$ cat config.mk
export PLATFORM = sky130hd
export DESIGN_NAME = sr_multicycle
export DESIGN_NICKNAME = d
export VERILOG_FILES = /design/src/rtl/shift_pkg.sv /design/src/rtl/sr1_step.sv /design/src/rtl/sr_multicycle.sv
export SDC_FILE = /design/constraint.sdc
export NUM_CORES = 1
export LEC_CHECK = 0
export CAP_MARGIN = 20
export CORE_MARGIN = 2
export CORE_UTILIZATION = 30
export CTS_CLUSTER_DIAMETER = 80
export DETAILED_ROUTE_END_ITERATION = 10
export PLACE_DENSITY = 0.68
export RECOVER_POWER = 100
export SLEW_MARGIN = 20
export SYNTH_ARGS = -nofsm -noshare
export SYNTH_HDL_FRONTEND = slang
export SYNTH_SLANG_ARGS = --single-unit
$ cat constraint.sdc
create_clock -name clk -period 2.1 [get_ports clk]
set_clock_uncertainty 0.2 [all_clocks]
set_input_delay 0.315 -clock clk [delete_from_list [all_inputs] [get_ports clk]]
set_output_delay 0.315 -clock clk [all_outputs]
set_load 0.02 [all_outputs]
$ cat src/rtl/shift_pkg.sv
// shift_pkg: shared state type and default widths for the multicycle shifter
package shift_pkg;

    localparam int BITLENGTH_DEF = 32;
    localparam int SHAMTW_DEF    = 5;

    typedef enum logic [1:0] {IDLE, SHIFT, DONE} sr_state_t;

endpackage

$ cat src/rtl/sr1_step.sv
// sr1_step: one-position shift toward the LSB with fill bit (left mode under SR_MULTICYCLE_LEFT_EN)
module sr1_step
    import shift_pkg::*;
#(
    parameter int BITLENGTH = BITLENGTH_DEF
) (
    input  logic [BITLENGTH-1:0] d,
    input  logic                 fill,
`ifdef SR_MULTICYCLE_LEFT_EN
    input  logic                 left,
`endif
    output logic [BITLENGTH-1:0] q
);

`ifdef SR_MULTICYCLE_LEFT_EN
    assign q = left ? {d[BITLENGTH-2:0], 1'b0} : {fill, d[BITLENGTH-1:1]};
`else
    assign q = {fill, d[BITLENGTH-1:1]};
`endif

endmodule

$ cat src/rtl/sr_multicycle.sv
// sr_multicycle: one bit per clock SRL/SRA unit; SR_MULTICYCLE_LEFT_EN adds SLL via the left port
module sr_multicycle
    import shift_pkg::*;
#(
    parameter int BITLENGTH = BITLENGTH_DEF,
    parameter int SHAMTW    = SHAMTW_DEF
) (
    input  logic                 clk,
    input  logic                 reset,
    input  logic                 start,
    input  logic [BITLENGTH-1:0] a,
    input  logic [SHAMTW-1:0]    shamt,
    input  logic                 arith,
`ifdef SR_MULTICYCLE_LEFT_EN
    input  logic                 left,
`endif
    output logic                 busy,
    output logic                 done,
    output logic [BITLENGTH-1:0] y
);

    sr_state_t             state, state_nxt;
    logic [SHAMTW-1:0]     cnt;
    logic                  fill;
    logic [BITLENGTH-1:0]  y_step;
`ifdef SR_MULTICYCLE_LEFT_EN
    logic                  left_q;
`endif

    sr1_step #(.BITLENGTH(BITLENGTH)) u_step (
        .d   (y),
        .fill(fill),
`ifdef SR_MULTICYCLE_LEFT_EN
        .left(left_q),
`endif
        .q   (y_step)
    );

    // state register
    always_ff @(posedge clk) begin
        if (reset) state <= IDLE;
        else       state <= state_nxt;
    end

    // next state and handshake outputs; start only matters in IDLE
    always_comb begin
        state_nxt = state;
        busy      = state != IDLE;
        done      = state == DONE;
        case (state)
            IDLE:    if (start) state_nxt = (shamt == '0) ? DONE : SHIFT;
            SHIFT:   if (cnt == SHAMTW'(1)) state_nxt = DONE;
            default: state_nxt = IDLE;
        endcase
    end

    // operand capture on accept, then one step per SHIFT cycle; y holds otherwise
    always_ff @(posedge clk) begin
        if (reset) begin
            y    <= '0;
            cnt  <= '0;
            fill <= 1'b0;
`ifdef SR_MULTICYCLE_LEFT_EN
            left_q <= 1'b0;
`endif
        end else if (state == IDLE && start) begin
            y    <= a;
            cnt  <= shamt;
            fill <= arith & a[BITLENGTH-1];
`ifdef SR_MULTICYCLE_LEFT_EN
            left_q <= left;
`endif
        end else if (state == SHIFT) begin
            y   <= y_step;
            cnt <= cnt - SHAMTW'(1);
        end
    end

endmodule

# After elaboration in Yosys (flattened, before gate mapping)
# Cells that the tools add are included.
[totals] register_bits=40 n_memories=0 output_inout_bits=34 word_cells=25 mem_bits_rw=0 in_bits=41 latchBits=0 rom_bits=0
[classes] div_mod_pow=0 magnitude_cmp=0 shifts=0 addsub=1 mul=0 n_mux=8 n_reduce_logical=6 bitwise_logic=1 n_eq_ne=5
[op_table] cell="32-bit two-way mux" count=2
[op_table] cell="5-bit two-way mux" count=2
[op_table] cell="2-bit two-way mux" count=3
[op_table] cell="5-bit by 1-bit equality test with 1-bit output, second input constant" count=1
[op_table] cell="5-bit zero test" count=1
[op_table] cell="5-bit by 1-bit subtractor with 5-bit output, second input constant" count=1
[op_table] cell="2-bit != test, second input constant" count=2
[op_table] cell="2-bit one-hot mux with 2 select lines" count=1
[op_table] cell="2-bit nonzero test" count=2
[op_table] cell="2-bit by 1-bit equality test with 1-bit output, second input constant" count=1
[op_table] cell="2-bit equality test, second input constant" count=1
[op_table] cell="2-bit zero test" count=1
[op_table] cell="2-bit AND reduction" count=1
[op_table] cell="1-bit AND" count=1
[op_table] cell="1-bit logical AND" count=1

# Depth between registers and ports, before layout
# Gate-level depths: netlist (run 1).
[depth] depth_word=4 depth_mapped=6 ltp_nobuf=5

# Hierarchy
# Synthesis (run 1) repeated with hierarchy kept, for this count alone.
[unflattened] hier_cells=234 area_unflattened_um2=1965.6
[modules_own_cells] module="sr_multicycle" cells_per_inst=202 instances=1 seq_area_each_um2=800.8 area_per_inst_um2=1725.4
[modules_own_cells] module="sr1_step" cells_per_inst=32 instances=1 seq_area_each_um2=0.0 area_per_inst_um2=240.2

# Worst setup path after synthesis (run 1)
# OpenSTA, ideal clock, no wires.
[synth_timing] path_type="reg2reg" startpoint="reg cnt[0]" endpoint="reg cnt[4]" n_path_buf=0 required_ns=1.838 t_arrival_ns=1.451 period_less_slack_ns=1.714 stages_incl_launch_ff=6 slack_ns=0.386 path_cell_list="dfxtp_1 > inv_1 > ha_1 > or3b_1 > or4b_1 > nand3_1"
[synth_via] elab_chain_len=3
[synth_rtl] element="start: declaration" line_no="sr_multicycle.sv:23" source="logic [SHAMTW-1:0] cnt;"
[synth_rtl] element="start signal: assignment" line_no="sr_multicycle.sv:68" source="cnt <= shamt;"
[synth_rtl] element="start signal: assignment" line_no="sr_multicycle.sv:75" source="cnt <= cnt - SHAMTW'(1);"
[synth_rtl] element="5-bit by 1-bit subtractor with 5-bit output" line_no="sr_multicycle.sv:75"
[synth_rtl] element="5-bit two-way mux" line_no="sr_multicycle.sv:73" source="end else if (state == SHIFT) begin"
[synth_rtl] element="5-bit two-way mux" line_no="sr_multicycle.sv:66" source="end else if (state == IDLE && start) begin"
# No other way between the ends. The select of a mux whose other input is x is not followed.
# A chain may end at the register's enable or synchronous reset.

# Worst setup path in the final report (run 1)
[layout_timing] startpoint="reg state[0]" endpoint="out busy"
[layout_via] elab_chain_len=1
[layout_rtl] element="start: declaration" line_no="sr_multicycle.sv:22" source="sr_state_t state, state_nxt;"
[layout_rtl] element="start signal: assignment" line_no="sr_multicycle.sv:42" source="else state <= state_nxt;"
[layout_rtl] element="2-bit nonzero test" line_no="sr_multicycle.sv:48" source="busy = state != IDLE;"
[layout_rtl] element="end: declaration" line_no="sr_multicycle.sv:17" source="output logic busy,"
# No other way between the ends.

==> run_results.csv, run 1 <==
group,metric,value,unit
floorplanning,die_w,80.61,µm
yosys,yosys.area.top_type_share,0.4549,
yosys,yosysUniqueCellTypes,34,
place,place_hpwl,3237,µm
power,leakagePower,1.048,nW
yosys,ys_seq_area_frac,0.4549,
timing,fin_crit_sh,0.9465,
critical_path,path_buf_inv,2,
finish,fill_cells,554,
clock_tree,cts_setup_buffers,0,
finish,layout_commonest_cell,"clkdlybuf4s50_1",
clock_tree,holdBufCountCts,0,
yosys,synth_area,1760,µm²
clock_tree,numCtsBuffers,5,
grt,grt_pass1_vias,1757,
timing,setup-tns-final,0,ns
grt,antenna_found_initial,0,
yosys,synth.ff_latch_count,40,
timing,fin_ws,0.1124,ns
clock_tree,cts-root-buf,"clkbuf_8",
routing,dr_total_vias,1790,
critical_path,cp_cell_sequence,"nor2_1 -> inv_1 -> clkdlybuf4s50_1",
timing,finalSetupViolCount,0,
critical_path,cp-start-kind,"flip-flop",
critical_path,cpMaxStageDelayCell,"clkdlybuf4s50_1",
clock_tree,cts_sinks,40,
place,port_buffers,74,
power,power.density,920.2,nW/µm²
clock_tree,cts_buffer_depth,2,
yosys,netlist_instances,204,
clock_tree,cts_max_level,2,
critical_path,rr_worst_depth,5,
finish,n_antenna_cell,0,
timing,hold_viol,0,
finish,final_core_util,0.4799,
floorplanning,core_area,5574,µm²
run_status,outcome,"finished, final reports clean",
floorplanning,die_y,80.61,µm
floorplanning,start_util,0.3158,
critical_path,critical_path.top_delay_family,"buffers and inverters",
finish,area_delta_synth_final,51.95,%
critical_path,max_stage_delay,0.59,ns
critical_path,worst-endpoint-required,1.58,ns
yosys,ys.warnings.count,0,
clock_tree,cts_tree,"yes",
routing,routed_wl,4801,µm
grt,grt_max_degree,35,
grt,grt_pass1_wl,8107,µm
finish,fin_nets,315,
clock_tree,clk_latency,0.29,ns
finish,seq_area,802.0,µm²
timing,rsz0062_at_grt,"no",
timing,min_period,1.988,ns
timing,slew_violations,0,
floorplanning,rows,27,
yosys,synth.area.top_cells,"dfxtp_1 (45%), a211oi_1 (13%), o22ai_1 (11%), nor2_1 (7.9%), buf_2 (2.8%)",
worst_hold_path,hold_depth,2,
finish,layout_common_cells,"clkdlybuf4s50_1 (40), dfxtp_1 (39), nor2_1 (37)",
routing,viasPerCell,5.188,
critical_path,end_kind,"primary output",
yosys,synth_nets,247,
critical_path,arrival,1.47,ns
routing,first_pass_iters,4,
timing,worst_pin_slew,0.5711,ns
critical_path,critical_path_class,"flip-flop to primary output",
place,routabilityCongestion,0.8772,
flow_run,cap_viol_max_count,0,
place,dp_worst_setup_slack,0.1492,ns
grt,grt_remaining_overflow,0,
routing,drcViolationCount,0,
floorplanning,die_area,6497,µm²
clock_tree,path_clk_slew,0.08,ns
timing,fmax,503.1,MHz
critical_path,path_max_fanout,12,
routing,wl_per_cell,13.92,µm
finish,multi_input_area,845.8,µm²
grt,track_usage,0.1578,
finish,drive_gt1_frac,0.06593,
routing,drt_iter0_markers,71,
yosys,yosysTopAreaCell,"dfxtp_1",
worst_hold_path,hold_class,"flip-flop to flip-flop",
yosys,syn_area_per_cell,8.630,µm²
critical_path,crit_cells,3,
timing,max_slew_margin,0.6187,
power,ir_worst_vdd,0.0003911,V
routing,final_antenna_net_count,0,
floorplanning,ios,75,
[tightest hold or removal path: stages (launching register included)]
cell	delay (ns)
dfxtp_1	0.34
nand2_1	0.06
a21oi_1	0.06
[through the flow]
step	total power [mW]	instances	instance area (µm²)	hold slack, ns
CTS	2.543	345	2694	0.3034
global placement	1.901	337	2581	0.2828
floorplan	1.504	204	1760	0.2417
global route	2.618	345	2675	0.3345
detailed placement	1.908	337	2581	0.2868
finish	2.462	345	2675	0.3007
[logic make-up after synthesis]
group	synth area share
AO/OA/AOI/OAI	0.3205
adder cells (fa/ha/maj)	0.01421
AND/OR/NAND/NOR	0.1457
flip-flops	0.4549
buffers and inverters	0.06468
[final cells by class]
class,instances,share of cell area
sequential,40,0.2998
multi-input combinational,137,0.3162
clock inverter,3,0.01590
inverter,7,0.009822
clock buffer,5,0.02572
timing repair buffer,81,0.2989
tap,72,0.03368
[synth_stat cells]
cell / instances
a211oi_1: 31
a21bo_2: 1
a21oi_1: 2
a221oi_1: 2
a22o_1: 1
a311oi_1: 1
a32o_1: 1
a32oi_1: 3
and2b_1: 1
and3_1: 1
buf_2: 10
clkbuf_1: 10
dfxtp_1: 40
ha_1: 2
inv_1: 6
inv_2: 1
nand2_1: 3
nand2b_1: 1
nand3_1: 2
nand3b_1: 1
nand4_1: 1
nor2_1: 37
nor2b_1: 2
nor4b_1: 2
o21ai_0: 1
o21ai_1: 3
o21ba_1: 1
o21bai_1: 1
o22ai_1: 31
o41ai_1: 1
or3_1: 1
or3b_1: 1
or4_1: 1
or4b_1: 1
[layer usage]
layer,share of wire,vias up,track usage
met2,0.46,49,0.2467
met3,0.060,7,0.04607
met4,0.011,0,0.05254
met1,0.47,829,0.2076
met5,0,-,0
li1,-,905,-
[final timing paths]
path             from  endpoint  slack [ns]
max          state[0]      busy        0.11
min            cnt[0]    cnt[0]        0.30
max reg2reg    cnt[1]    cnt[4]        0.30
min reg2reg    cnt[0]    cnt[0]        0.30
[where the power goes]
group	switching (mW)	internal, mW
combinational	0.446	0.396
clock	0.276	0.352
sequential	0.103	0.889
[what timing repair did]
item / 4_1_cts / 5_1_grt
pin swaps: 0 / 0
gates resized for setup: 1 / 1
cloned: 0 / 0
endpoints found under the setup margin: 1 / 1
[registers in the layout, indices dropped and copies added, names as in the netlist]
signal,flops
cnt,5
state,2
fill,1
y,32
(Power assumes the default switching activity.)
==> run 2, diff against run 1 <==
- CORE_UTILIZATION: 30 -> 42
- PLACE_DENSITY: 0.68 -> 0.87
==> run 2 against run 1 <==
Critical path depth did not move. Sequential share of layout area grew 0.28 points. Worst setup slack got worse by 0.0026 ns. Combinational power grew 3.0%. Highest routed layer unchanged.
==> run_results.csv, run 2 (synthesized netlist as in run 1, its figures left out) <==
group,metric,value,unit
run_status,outcome,"finished, final reports clean",
critical_path,arrival,1.94,ns
timing,setup-tns-final,0,ns
critical_path,cpMaxStageDelayCell,"clkbuf_1",
power,power.density,903.7,nW/µm²
place,place_hpwl,3367,µm
floorplanning,die_area,4725,µm²
timing,min_period,1.990,ns
floorplanning,die_y,68.74,µm
grt,antenna_found_initial,0,
clock_tree,cts_max_level,2,
floorplanning,rows,23,
clock_tree,clk_latency,0.29,ns
place,routabilityCongestion,0.8426,
place,dp_cells,315,
grt,grt_max_degree,35,
grt,grt_pass1_wl,7320,µm
finish,layout_commonest_cell,"clkdlybuf4s50_1",
routing,first_pass_iters,4,
timing,fmax,502.5,MHz
finish,largest-register,"y",
timing,worst_pin_slew,0.9464,ns
clock_tree,path_clk_slew,0.07,ns
finish,fin_area,2650,µm²
routing,dr_total_vias,1810,
finish,area_delta_synth_final,50.53,%
finish,fin_nets,315,
routing,drcViolationCount,0,
timing,fin_crit_sh,0.9477,
critical_path,max_stage_delay,0.75,ns
finish,top_regs,"y x32, cnt x5, state x2",
timing,max_slew_margin,0.3691,
clock_tree,post_cts_resize_count,0,
timing,fin_ws,0.1098,ns
routing,wl_per_cell,14.84,µm
power,finalPower,2.395,mW
clock_tree,cts_tree,"yes",
place,port_buffers,74,
routing,viasPerCell,5.621,
finish,drive_gt1_frac,0.06250,
clock_tree,cts_setup_buffers,0,
timing,rsz0062_at_grt,"no",
grt,track_usage,0.2084,
timing,finalSetupViolCount,0,
floorplanning,core_area,4029,µm²
timing,hold_viol,0,
place,dp_worst_setup_slack,0.1385,ns
clock_tree,cts-root-buf,"clkbuf_8",
floorplanning,die_w,68.74,µm
critical_path,critical_path.top_delay_family,"buffers and inverters",
critical_path,cp-start-kind,"primary input",
power,leakagePower,1.050,nW
clock_tree,numCtsBuffers,5,
power,ir_worst_vdd,0.0004596,V
critical_path,critical_path_class,"primary input to flip-flop",
critical_path,cp_cell_sequence,"dlygate4sd3_1 -> clkbuf_1 -> o21ai_0",
grt,grt_remaining_overflow,0,
finish,n_antenna_cell,0,
flow_run,cap_viol_max_count,0,
place,post_dp_cell_area,2554,µm²
critical_path,worst-endpoint-required,2.05,ns
clock_tree,holdBufCountCts,0,
critical_path,reg2reg_slack,0.26,ns
finish,final_cells,322,
critical_path,path_buf_inv,2,
routing,routed_wl,4779,µm
grt,grt_pass1_vias,1621,
floorplanning,ios,75,
clock_tree,cts_buffer_depth,2,
routing,final_antenna_net_count,0,
clock_tree,cts_sinks,40,
finish,largest_register_ff_count,32,
routing,drt_iter0_markers,94,
timing,slew_violations,0,
floorplanning,start_util,0.4370,
finish,layout_common_cells,"clkdlybuf4s50_1 (40), dfxtp_1 (39), nor2_1 (36)",
critical_path,path_max_fanout,21,
worst_hold_path,hold_class,"flip-flop to flip-flop",
critical_path,end_kind,"flip-flop",
run 2: final cells by class:
type	count	area, µm²
fillers	357	1379
multi-input cells	137	848.3
repair buffers	81	814.5
flip-flops and latches	40	802.0
clock buffers	7	96.34
well taps	50	62.56
inverters	7	26.28
run 2: worst paths after layout:
check / from / end / depth (start not counted)
max: reset / state[0] / 3
min reg2reg: cnt[0] / cnt[0] / 2
max reg2reg: cnt[0] / cnt[4] / 5
min: cnt[0] / cnt[0] / 2
run 2: metal layers:
metal / global-route usage / share of wire / vias up
met5: 0 / 0 / -
met4: 0.08333 / 0.017 / 0
met3: 0.05357 / 0.054 / 9
met2: 0.3329 / 0.48 / 52
met1: 0.2684 / 0.45 / 846
li1: - / - / 903
run 2: power by group:
part / internal [mW] / leakage, nW / total (mW) / switching [mW]
Combinational: 0.405 / 0.666 / 0.867 / 0.462
Sequential: 0.889 / 0.333 / 0.986 / 0.0973
Clock: 0.292 / 0.0503 / 0.542 / 0.249
run 2: worst reg2reg max path, stage by stage (launching register included):
cell and delay [ns]:
dfxtp_1 0.34, inv_1 0.09, ha_1 0.19, or3b_1 0.39
or4b_1 0.51, nand3_1 0.08
run 2: metrics by stage:
step | utilization | hold slack, ns
floorplan | - | 0.2417
global placement | 0.6339 | 0.2875
detailed placement | 0.6339 | 0.2892
CTS | 0.6578 | 0.3007
global route | 0.6578 | 0.3421
finish | 0.6578 | 0.3031
==> run 3, diff against run 2 <==
- CORE_UTILIZATION: 42 -> 44
- CTS_BUF_LIST: not set -> sky130_fd_sc_hd__clkbuf_4
- PLACE_DENSITY: 0.87 -> 0.91
==> run 3 against run 2 <==
Core utilization is 3.4 points higher. Worst setup slack worse by 0.024 ns. Hold slack better by 0.0072 ns. Largest cell class unchanged. Clock power is 34% lower. Largest power group unchanged. Via count is 3.3% higher. Non-clock buffer count is 1 higher. Critical endpoint is now busy. Critical path type is now flip-flop to primary output. Register-to-register slack worse by 0.02 ns. First-iteration DRC count is 86% higher.
==> run_results.csv, run 3 (synthesized netlist as in run 1, its figures left out) <==
group,metric,value,unit
timing,fmax,496.5,MHz
routing,wl_met2,2314,µm
timing,max_slew_margin,0.5197,
routing,drt-met1-wl,2100,µm
finish,largest-register,"y",
grt,grt_max_degree,37,
clock_tree,numCtsBuffers,5,
finish,top_regs,"y x32, cnt x5, state x2",
place,port_buffers,74,
grt,grt_remaining_overflow,0,
floorplanning,die_y,67.26,µm
flow_run,cap_viol_max_count,0,
routing,final_antenna_net_count,0,
finish,layout_common_cells,"dfxtp_1 (40), clkdlybuf4s50_1 (39), nor2_1 (36)",
routing,wl_per_cell,14.97,µm
floorplanning,core_area,3744,µm²
clock_tree,cts_tree,"yes",
critical_path,cp-start-kind,"flip-flop",
timing,setup-tns-final,0,ns
routing,routed_wl,4806,µm
clock_tree,cts_sinks,40,
clock_tree,clk_latency,0.32,ns
place,place_hpwl,3421,µm
grt,grt_pass1_wl,8010,µm
grt,track_usage,0.2264,
floorplanning,die_area,4523,µm²
run_status,outcome,"finished, final reports clean",
grt,antenna_found_initial,0,
timing,hold-worst-slack,0.3103,ns
floorplanning,rows,22,
clock_tree,cts_setup_buffers,0,
routing,drt_iter0_markers,175,
routing,wl_met3,329,µm
grt,grt_pass1_vias,1811,
timing,worst_pin_slew,0.7205,ns
critical_path,worst-endpoint-required,1.58,ns
timing,finalSetupViolCount,0,
critical_path,cp_cell_sequence,"nor2_2 -> inv_1 -> clkdlybuf4s50_1",
timing,rsz0062_at_grt,"no",
power,power.density,851.1,nW/µm²
finish,largest_register_ff_count,32,
worst_hold_path,hold_class,"flip-flop to flip-flop",
clock_tree,holdBufCountCts,0,
floorplanning,die_w,67.26,µm
clock_tree,cts-root-buf,"clkbuf_4",
floorplanning,ios,75,
timing,fin_crit_sh,0.9592,
critical_path,arrival,1.50,ns
finish,multi_input_area,848.3,µm²
critical_path,path_max_fanout,6,
critical_path,critical_path_class,"flip-flop to primary output",
finish,drive_gt1_frac,0.06593,
finish,area_delta_synth_final,47.12,%
routing,drcViolationCount,0,
critical_path,cpMaxStageDelayCell,"clkdlybuf4s50_1",
floorplanning,start_util,0.4703,
power,ir_worst_vdd,0.0005963,V
timing,min_period,2.014,ns
place,routabilityCongestion,0.8601,
finish,seq_area,800.8,µm²
routing,viasPerCell,5.822,
routing,route.top_layer_used,"met4",
finish,fin_nets,316,
clock_tree,cts_buffer_depth,2,
clock_tree,path_clk_slew,0.11,ns
critical_path,critical_path.top_delay_family,"buffers and inverters",
finish,fill_cells,318,
power,finalPower,2.204,mW
routing,first_pass_iters,4,
finish,n_antenna_cell,0,
timing,hold_viol,0,
critical_path,end_kind,"primary output",
clock_tree,cts_max_level,2,
critical_path,path_buf_inv,2,
timing,slew_violations,0,
critical_path,max_stage_delay,0.53,ns
finish,layout_commonest_cell,"dfxtp_1",
routing,dr_total_vias,1869,
power,leakagePower,1.030,nW
## run 3: what timing repair did
action | CTS | global route
gates resized for setup | 0 | 2
setup endpoints to repair | 0 | 2
endpoints found under the hold margin | 0 | 0
## run 3: worst reg2reg max path: stages, from the launching register on
cell and delay, ns:
dfxtp_1 0.35, inv_1 0.09, ha_1 0.21, or3b_1 0.38, or4b_1 0.51, nand3_1 0.08
## run 3: per-layer routing
layer,track usage,vias up
li1,-,908
met1,0.2819,883
met2,0.3874,70
met3,0.05000,8
met4,0.07398,0
met5,0,-
## run 3: final timing paths
check	startpoint	to	cells past startpoint	slack, ns
worst min-delay path	cnt[0]	cnt[0]	2	0.31
worst max-delay path	state[1]	busy	3	0.09
worst min register to register	cnt[0]	cnt[0]	2	0.31
worst max register to register	cnt[0]	cnt[4]	5	0.24
## run 3: where the power goes
part / switching [mW] / leakage, nW / internal, mW / total, mW
registers: 0.0988 / 0.332 / 0.888 / 0.987
logic: 0.459 / 0.667 / 0.403 / 0.861
clock network: 0.220 / 0.0315 / 0.136 / 0.356
## run 3: final cells by class
cell class | instances | share of cell area
tap | 48 | 0.02319
clock buffer | 6 | 0.01739
clock inverter | 1 | 0.001932
inverter | 7 | 0.01014
sequential | 40 | 0.3092
timing repair buffer | 82 | 0.3106
multi-input combinational | 137 | 0.3275
## run 3: stage by stage
stage | std cells | setup slack, ns | utilization | area [µm²]
floorplan | 204 | 0.3862 | - | 1760
global placement | 314 | 0.2258 | 0.6801 | 2546
detailed placement | 314 | 0.1736 | 0.6801 | 2546
CTS | 321 | 0.007503 | 0.6935 | 2596
global route | 321 | 0.01010 | 0.6918 | 2590
finish | 321 | 0.08579 | 0.6918 | 2590
